File: config.mk
export PLATFORM = sky130hd
export DESIGN_NAME = fc_layer_engine
export DESIGN_NICKNAME = d
export VERILOG_FILES = /design/src/rtl/fc_layer_engine.sv
export SDC_FILE = /design/constraint.sdc
export NUM_CORES = 1
export LEC_CHECK = 0
export ABC_AREA = 0
export BUFFER_PORTS_ARGS = -buffer_cell sky130_fd_sc_hd__buf_2
export CAP_MARGIN = 15
export CORE_ASPECT_RATIO = 1.5
export CORE_MARGIN = 2
export CORE_UTILIZATION = 40
export DETAILED_ROUTE_END_ITERATION = 8
export HOLD_SLACK_MARGIN = 0.08
export PLACE_DENSITY_LB_ADDON = 0.05
export SLEW_MARGIN = 20
export SYNTH_ARGS = -nofsm -noshare
export SYNTH_HDL_FRONTEND = slang
export SYNTH_SLANG_ARGS = --single-unit
File: constraint.sdc
create_clock -name clk -period 11.4 [get_ports clk]
set_input_delay 1.71 -clock clk [delete_from_list [all_inputs] [get_ports clk]]
set_output_delay 1.71 -clock clk [all_outputs]
set_load 0.01 [all_outputs]
File: src/rtl/fc_layer_engine.sv
// Fully-connected classifier stage: streams bias, inputs and weights over a single-port
// memory handshake, accumulates Q8.8 dot products, writes results and tracks the arg-max.
//
// state     | meaning
// ----------+--------------------------------------------------------------
// S_IDLE    | waiting for start; bases latched on accept
// S_LD_BIAS | read b[o]; acc seeded with bias aligned to product scale
// S_LD_X    | read x[i] into x_q
// S_LD_W    | read w[o][i]; acc += x*w; loop to S_LD_X until last input
// S_WRITE   | write saturated (optionally rectified) y[o]; update arg-max
// S_DONE    | one-cycle done pulse; class outputs already hold the winner
module fc_layer_engine #(
   parameter int N_IN   = 120,
   parameter int N_OUT  = 10,
   parameter int DATA_W = 16,
   parameter int FRAC   = 8,
   parameter int ADDR_W = 16,
   parameter int RELU   = 0
) (
   input  logic                     clk,
   input  logic                     reset,
   input  logic                     start,
   input  logic [ADDR_W-1:0]        in_base,
   input  logic [ADDR_W-1:0]        w_base,
   input  logic [ADDR_W-1:0]        b_base,
   input  logic [ADDR_W-1:0]        out_base,
   output logic                     mem_req,
   output logic                     mem_we,
   output logic [ADDR_W-1:0]        mem_addr,
   output logic [DATA_W-1:0]        mem_wdata,
   input  logic [DATA_W-1:0]        mem_rdata,
   input  logic                     mem_ack,
   output logic                     busy,
   output logic                     done,
   output logic [7:0]               class_idx,
   output logic [DATA_W-1:0]        class_score
);

   localparam int ACC_W  = 40;
   localparam int PROD_W = 2 * DATA_W;
   localparam int IW     = (N_IN > 1) ? $clog2(N_IN) : 1;
   localparam int OW     = 8;

   localparam logic signed [ACC_W-1:0] Y_MAX = (ACC_W'(1) <<< (DATA_W - 1)) - ACC_W'(1);
   localparam logic signed [ACC_W-1:0] Y_MIN = ~Y_MAX;

   typedef enum logic [2:0] {
      S_IDLE,
      S_LD_BIAS,
      S_LD_X,
      S_LD_W,
      S_WRITE,
      S_DONE
   } state_t;

   state_t state, state_nx;

   logic [ADDR_W-1:0]        in_base_q;
   logic [ADDR_W-1:0]        b_base_q;
   logic [ADDR_W-1:0]        out_base_q;
   logic [ADDR_W-1:0]        w_ptr;
   logic [IW-1:0]            i_cnt;
   logic [OW-1:0]            o_cnt;
   logic signed [DATA_W-1:0] x_q;
   logic signed [ACC_W-1:0]  acc;
   logic signed [DATA_W-1:0] best_score;
   logic [7:0]               best_idx;

   logic signed [PROD_W-1:0] prod;
   logic signed [ACC_W-1:0]  bias_ext;
   logic signed [ACC_W-1:0]  acc_shr;
   logic signed [DATA_W-1:0] y_sat;
   logic signed [DATA_W-1:0] y_out;
   logic                     last_i;
   logic                     last_o;
   logic                     y_better;

   // Products are exact in 32 bits; 40-bit accumulation leaves headroom for N_IN terms.
   assign prod     = PROD_W'(x_q) * PROD_W'($signed(mem_rdata));
   assign bias_ext = ACC_W'($signed(mem_rdata)) <<< FRAC;
   assign acc_shr  = acc >>> FRAC;

   always_comb begin
      y_sat = acc_shr[DATA_W-1:0];
      if (acc_shr > Y_MAX)
         y_sat = Y_MAX[DATA_W-1:0];
      else if (acc_shr < Y_MIN)
         y_sat = Y_MIN[DATA_W-1:0];
   end

   assign y_out    = ((RELU != 0) && (y_sat < 0)) ? '0 : y_sat;
   assign y_better = (y_out > best_score);
   assign last_i   = (i_cnt == IW'(N_IN - 1));
   assign last_o   = (o_cnt == OW'(N_OUT - 1));

   assign busy = (state != S_IDLE);
   assign done = (state == S_DONE);

   always_ff @(posedge clk) begin
      if (reset)
         state <= S_IDLE;
      else
         state <= state_nx;
   end

   always_comb begin
      state_nx  = state;
      mem_req   = 1'b0;
      mem_we    = 1'b0;
      mem_addr  = '0;
      mem_wdata = '0;
      case (state)
         S_IDLE: begin
            if (start)
               state_nx = S_LD_BIAS;
         end
         S_LD_BIAS: begin
            mem_req  = 1'b1;
            mem_addr = b_base_q + ADDR_W'(o_cnt);
            if (mem_ack)
               state_nx = S_LD_X;
         end
         S_LD_X: begin
            mem_req  = 1'b1;
            mem_addr = in_base_q + ADDR_W'(i_cnt);
            if (mem_ack)
               state_nx = S_LD_W;
         end
         S_LD_W: begin
            mem_req  = 1'b1;
            mem_addr = w_ptr;
            if (mem_ack)
               state_nx = last_i ? S_WRITE : S_LD_X;
         end
         S_WRITE: begin
            mem_req   = 1'b1;
            mem_we    = 1'b1;
            mem_addr  = out_base_q + ADDR_W'(o_cnt);
            mem_wdata = y_out;
            if (mem_ack)
               state_nx = last_o ? S_DONE : S_LD_BIAS;
         end
         S_DONE: begin
            state_nx = S_IDLE;
         end
         default: begin
            state_nx = S_IDLE;
         end
      endcase
   end

   // Weight rows are contiguous and visited in order, so a single running pointer
   // replaces the o*N_IN+i address arithmetic.
   always_ff @(posedge clk) begin
      if (reset) begin
         in_base_q   <= '0;
         b_base_q    <= '0;
         out_base_q  <= '0;
         w_ptr       <= '0;
         i_cnt       <= '0;
         o_cnt       <= '0;
         x_q         <= '0;
         acc         <= '0;
         best_score  <= '0;
         best_idx    <= '0;
         class_idx   <= '0;
         class_score <= '0;
      end else begin
         case (state)
            S_IDLE: begin
               if (start) begin
                  in_base_q  <= in_base;
                  b_base_q   <= b_base;
                  out_base_q <= out_base;
                  w_ptr      <= w_base;
                  i_cnt      <= '0;
                  o_cnt      <= '0;
                  acc        <= '0;
                  best_score <= Y_MIN[DATA_W-1:0];
                  best_idx   <= '0;
               end
            end
            S_LD_BIAS: begin
               if (mem_ack) begin
                  acc   <= bias_ext;
                  i_cnt <= '0;
               end
            end
            S_LD_X: begin
               if (mem_ack)
                  x_q <= $signed(mem_rdata);
            end
            S_LD_W: begin
               if (mem_ack) begin
                  acc   <= acc + ACC_W'(prod);
                  w_ptr <= w_ptr + ADDR_W'(1);
                  if (!last_i)
                     i_cnt <= i_cnt + IW'(1);
               end
            end
            S_WRITE: begin
               if (mem_ack) begin
                  if (y_better) begin
                     best_score <= y_out;
                     best_idx   <= o_cnt;
                  end
                  // Publish the winner on the last write so it is valid alongside done.
                  if (last_o) begin
                     class_idx   <= y_better ? o_cnt : best_idx;
                     class_score <= y_better ? y_out : best_score;
                  end else begin
                     o_cnt <= o_cnt + OW'(1);
                  end
               end
            end
            default: begin
            end
         endcase
      end
   end

endmodule

==> results.md, run 1 <==
* Outcome: finished, final reports clean
* Starting DRC count in detailed routing at 752
* Post-synthesis cell area at around 22,000 sq um
* Max Slew Vio Count at 0
* Finished Layout Cells at 3,422
* Commonest non-fill, non-tap cell in the layout: inv_1
* Clock sinks at 186
* Crit path kind: in2reg
* CP max stage delay at 600 ps
* Tot Pwr at 2.44 mW
* Die W at 197 microns
* Crit path max-delay cell type: clkinv_1
* Critical path's most frequent cell: fa_1
* CTS max path bufs at 2
* Number of synthesized register bits at 186
* RSZ-0062 raised after global routing: no
* Crit. End Element: flip-flop
* Hpwl dp at 53,600 microns
* Post-synthesis sequential area ratio at 16.7%
* Final hold slack at 458 ps
* N_diodes at 0
* FMAX at 127 MHz
* Die area at 57,800 sq um
* Final hold violations at 0
* Tot GR Track Use at 24.4%
* Rel. slew slack at 29.6%
* Max-cap violations at 0
* Share of cells above drive strength 1 at 9.26%
* Worst-Margin Slew at 1050 ps
* CTS H-tree depth at 4
* Final worst path period share at 69.1%
* WL per Instance at 19.7 microns
* Core Box Area at 55,400 sq um
* Syn Area/Cell at 8.40 sq um
* Main area contributors after synthesis: fa_1 (30%), dfxtp_1 (17%), ha_1 (8.4%)
* # resized after CTS at 0
* Post-CTS Setup Bufs at 0
* Leading area contributor after synthesis: fa_1
* Grt total ovfl at 0
* Hold Crit Class: reg2reg
* CP Max Fanout at 17
* Initial Util at 40.3%
* Leak pwr at between 10 and 15 nW
* Post-Route WL at 67,500 microns
* Nets at 3,273
* Vias in the first global route at 19,509
* First drt pass iteration count at 5
* Fin Setup TNS at 0 ps
* Ys flop type: dfxtp_1
* Port bufs at 143
* Skew-Pair Late Insertion Delay at about 470 ps
* CTS tree: yes
* CP cell instances: buf_2, clkinv_1, nor2_1, fa_1, fa_1, fa_1, fa_1, fa_1, inv_1, fa_1, inv_1, ha_1, nand3_1, nor2_1, a221oi_2, a21oi_1, o21bai_1, a21oi_1, o31ai_1, mux2i_1, o31ai_1
* Crit path from: mem_rdata[15]
* Buf/Inv on CP at 4
* Worst EP arrival at around 8200 ps
* Post-Syn Instances at 2,660
* Layout Skew at 19.2 ps
* Post-synth EDFFs at 0
* Peak VDD IR at 0.121 mV
* Via density at around 5.3
* CP Data Required Time at 11,730 ps
* Dpl cells at around 3,400
* # IOs at 144
* Row cnt at 106
* CTS Buf Count at 17
* Clk Tree Root Cell: clkbuf_16
* Crit path launch type: primary input
* DRC at 0
* Hold Startpoint: b_base_q[6]
* Largest net degree at the start of global routing at 66
* Gpl congestion at 0.903
* Die Y at between 200 and 300 microns
* Fillers at 5,726
* Endpoints failing setup at 0
* First-pass GRT wire length at 109,000 microns
* Reg clk slew, reported paths at 80 ps
* Initial antenna violation count at 1
* Post-DRT Antenna Nets at 0
* Cell variety after synth at between 80 and 90
* Synthesis-to-finish area growth at 8.10%
* Reg2reg start: x_q[15]
* Crit path max-delay family: adder cells
* Post-layout util at 43.6%
* Top-area cell type share of the netlist area at between 20% and 30%
* Post-synth ARST share at 0%
* Syn Nets at 3,226
* Most frequent cells in the layout: inv_1 (453), nand2_1 (370), fa_1 (332)
* Vias post-DR at about 18,000
* Hold-fix buffer count after cts at 0
* Pwr/cell area at just over 100 nW/um^2
* Clock period minus worst slack at 7880 ps
* Synth Warn # at 0
==> worst reg2reg max path, cell delays in order (launching register included) <==
cell,delay (ps)
dfxtp_1,850
nand2_1,270
inv_1,150
fa_1,480
fa_1,580
inv_1,210
fa_1,670
fa_1,560
inv_1,60
fa_1,540
inv_1,50
fa_1,470
inv_1,60
ha_1,370
a21o_1,210
a21o_1,200
a21oi_1,190
nand2b_1,110
nor3_2,210
nor3_1,110
o31ai_1,320
xnor2_1,170
o32ai_1,90
==> worst paths after layout <==
kind,cells after the start,slack (ps),end
setup / recovery,21,3520,acc[27]
hold / removal,2,460,b_base_q[6]
setup reg to reg,22,4330,acc[39]
hold reg to reg,2,460,b_base_q[6]
==> Yosys cell counts, drive strengths merged (3+ instances only) <==
library cell	n
fa	332
a21oi	159
o21bai	11
and2	121
nand3	42
nor3	41
o21a	9
dfxtp	186
xnor2	49
nand4b	4
o32ai	3
a221o	4
nand2	372
or2	17
nor2	164
xor2	28
inv	454
nand2b	23
ha	150
or3	8
buf	36
o31ai	7
mux2i	30
a221oi	13
a21o	25
a22oi	32
nand4	15
a311oi	18
a31oi	12
a211oi	11
and4	3
o211ai	9
clkbuf	103
nor2b	6
o21ai	95
o41ai	3
o22ai	3
and3	27
nor4	10
==> kinds of logic (layout without fill, tap and decap cells) <==
logic type	after synthesis	in the layout	synth area share, %
adder cells (fa/ha/maj)	482	482	38.1
XOR/XNOR	77	77	3.02
flip-flops	186	186	16.7
AND/OR/NAND/NOR	856	856	17.7
AO/OA/AOI/OAI	434	434	12.7
buffers and inverters	594	654	10.3
multiplexers	31	31	1.41
==> layout make-up <==
| class | count | area [sq um] | share of cell area (%) |
|---|---|---|---|
| clock buffer | 18 | 429 | 1.78 |
| clock inverter | 14 | 173 | 0.715 |
| inverter | 455 | 1710 | 7.07 |
| multi-input combinational | 1880 | 16300 | 67.6 |
| sequential | 186 | 3720 | 15.4 |
| tap | 702 | 878 | 3.64 |
| timing repair buffer | 167 | 922 | 3.82 |
==> per-layer routing <==
metal	track usage [%]	part of all wire, %	up-vias
li1	-	-	8535
met1	27.2	38	9101
met2	47.2	55	365
met3	3.05	3.4	99
met4	8.09	3.1	2
met5	0	0.016	-
==> sequential cells by signal, summed over array words and instances (netlist names) <==
signal and flops:
acc 40, b_base_q 16, best_idx 8, best_score 16
class_idx 8, class_score 16, i_cnt 7, in_base_q 16
o_cnt 8, out_base_q 16, state 3, w_ptr 16
x_q 16
==> per-stage QoR <==
stage / instance area (sq um) / worst slack, ps
final: 24200 / 3520
after floorplan: 22300 / 3830
after detailed placement: 23500 / 3080
after CTS: 24100 / 3540
after global placement: 23500 / 3230
after global routing: 24200 / 3120
==> report_power, final <==
part / internal, mW / switching [mW]
combinational: 0.403 / 0.668
clock: 0.317 / 0.315
sequential: 0.682 / 0.0504
Note: power is estimated with default switching activity, not from simulation.
==> run 2: changes to the inputs <==
==> constraint.sdc (replaced) <==
create_clock -name clk -period 6.7 [get_ports clk]
set_input_delay 1.005 -clock clk [delete_from_list [all_inputs] [get_ports clk]]
set_output_delay 1.005 -clock clk [all_outputs]
set_load 0.01 [all_outputs]
==> run 2 against run 1 <==
Final area increased by 8.0%. Sequential power increased by 68%. Core utilization increased by 3.5 points. Via count is 3.1% higher. Critical path type unchanged. Largest cell class unchanged.
==> results.md, run 2 (synthesis results as in run 1) <==
* Die area at between 50,000 and 60,000 sq um
* Worst EP arrival at 6930 ps
* FMAX at 153 MHz
* CTS H-tree depth at 4
* Rel. slew slack at between 20% and 30%
* Hold Crit Class: reg2reg
* Clock period minus worst slack at between 6000 and 7000 ps
* Critical path's most frequent cell: fa_1
* Grt total ovfl at 0
* CTS Buf Count at 17
* Worst r2r path cells at 21
* Finished Layout Cells at 3,611
* Nets at about 3,500
* Leak pwr at 12.8 nW
* Worst-Margin Slew at 1110 ps
* Max-cap violations at 0
* Reg with most FFs: acc
* Setup ws final at 145 ps
* Hold Path Cell Cnt at 2
* Clk Tree Root Cell: clkbuf_16
* Reg clk slew, reported paths at around 90 ps
* Core Box Area at ~55,000 sq um
* Crit. End Element: flip-flop
* Crit path launch type: primary input
* Layout Skew at 19.7 ps
* Final hold slack at 460 ps
* Gpl congestion at 0.886
* Endpoints failing setup at 0
* Vias in the first global route at ~20,000
* Pwr/cell area at approximately 170 nW/um^2
* Max reg flops at 40
* Outcome: finished, final reports clean
* Final worst path period share at 97.8%
* Tot Pwr at 4.55 mW
* First-pass GRT wire length at roughly 110,000 microns
* N_diodes at 0
* Starting DRC count in detailed routing at 787
* Most frequent cells in the layout: inv_1 (448), nand2_1 (367), fa_1 (324)
* Row cnt at around 110
* Commonest non-fill, non-tap cell in the layout: inv_1
* WL per Instance at 19.1 microns
* Clock sinks at 186
* Skew-Pair Late Insertion Delay at 460 ps
* Post-Route WL at 69,100 microns
* CTS tree: yes
* Hpwl dp at approximately 57,000 microns
* Initial Util at 40.3%
* Port bufs at 143
* Pre-CTS setup slack at -683 ps
* Synthesis-to-finish area growth at 16.8%
* Post-DRT Antenna Nets at 0
* CTS max path bufs at 2
* Worst path depth at 22
* First drt pass iteration count at 5
* Die Y at 293 microns
* # IOs at 144
* Share of cells above drive strength 1 at 17.0%
* Crit path max-delay family: adder cells
* Crit path max-delay cell type: fa_1
* Max Slew Vio Count at 0
* CP Max Fanout at 6
* Tot GR Track Use at 25.1%
* CP Data Required Time at 7070 ps
* CP cell instances: clkbuf_4, buf_4, nand2_1, fa_1, inv_1, fa_1, fa_1, fa_2, fa_1, inv_1, fa_1, inv_1, ha_1, nand4_1, buf_4, nor3_4, o311ai_4, a21oi_2, o211ai_1, a21oi_1, xnor2_1, o41ai_2
* Buf/Inv on CP at 6
* Fin Setup TNS at 0 ps
* Dpl cells at 3,566
* DRC at 0
* Final hold violations at 0
* RSZ-0062 raised after global routing: yes
* Largest net degree at the start of global routing at 116
* Peak VDD IR at 0.133 mV
* Die W at 197 microns
* Vias post-DR at 18,662
* Crit path kind: in2reg
* Via density at 5.17
* CP max stage delay at around 590 ps
* Initial antenna violation count at 1
## run 2: cell count changes in the layout (fill, tap and decap cells not counted), sizes merged
cell    before  now
buf        167  351
bufinv       1    0
clkbuf      18   22
clkinv       6   10
inv        462  460
## run 2: cell type report
type | count | area [sq um]
multi-input combinational | 1880 | 16600
tap | 702 | 878
clock buffer | 17 | 425
clock inverter | 15 | 191
timing repair buffer | 356 | 2510
inverter | 455 | 1720
sequential | 186 | 3720
fill | 5578 | 29400
## run 2: final timing paths
| check | startpoint | to | slack (ps) |
|---|---|---|---|
| hold / removal | out_base_q[3] | out_base_q[3] | 460 |
| setup reg to reg | x_q[7] | acc[38] | 240 |
| setup / recovery | mem_rdata[12] | acc[38] | 140 |
| hold reg to reg | out_base_q[3] | out_base_q[3] | 460 |
## run 2: worst min-delay path, delay by kind of cell, from the launching register on
kind | cells | cell delay, ps
flip-flops | 1 | 320
AND/OR/NAND/NOR | 1 | 50
AO/OA/AOI/OAI | 1 | 50
## run 2: layer usage
layer / global-route usage (%) / up-vias / wire length, microns
met5: 0 / - / 13
met2: 47.4 / 395 / 37500
met3: 3.66 / 105 / 2800
met1: 28.3 / 9249 / 26300
li1: - / 8911 / -
met4: 9.15 / 2 / 2530
## run 2: power by group
| part | switching, mW | total (mW) | internal [mW] |
|---|---|---|---|
| logic | 1.25 | 2.24 | 0.983 |
| registers | 0.0737 | 1.23 | 1.16 |
| clock network | 0.564 | 1.08 | 0.512 |
## run 2: what timing repair did
item	in CTS	in global routing
pin swaps	4	58
resized for setup	14	75
hold buffers	0	0
buffers inserted	1	11
endpoints found under the setup margin	8	19
hold endpoints to repair	0	0
## run 2: through the flow
stage,instance area [sq um],utilization (%)
3_3_place_gp,25000,45.0
4_1_cts,25600,46.2
5_1_grt,26100,47.1
6_report,26100,47.1
3_5_place_dp,25000,45.0
2_1_floorplan,22400,-
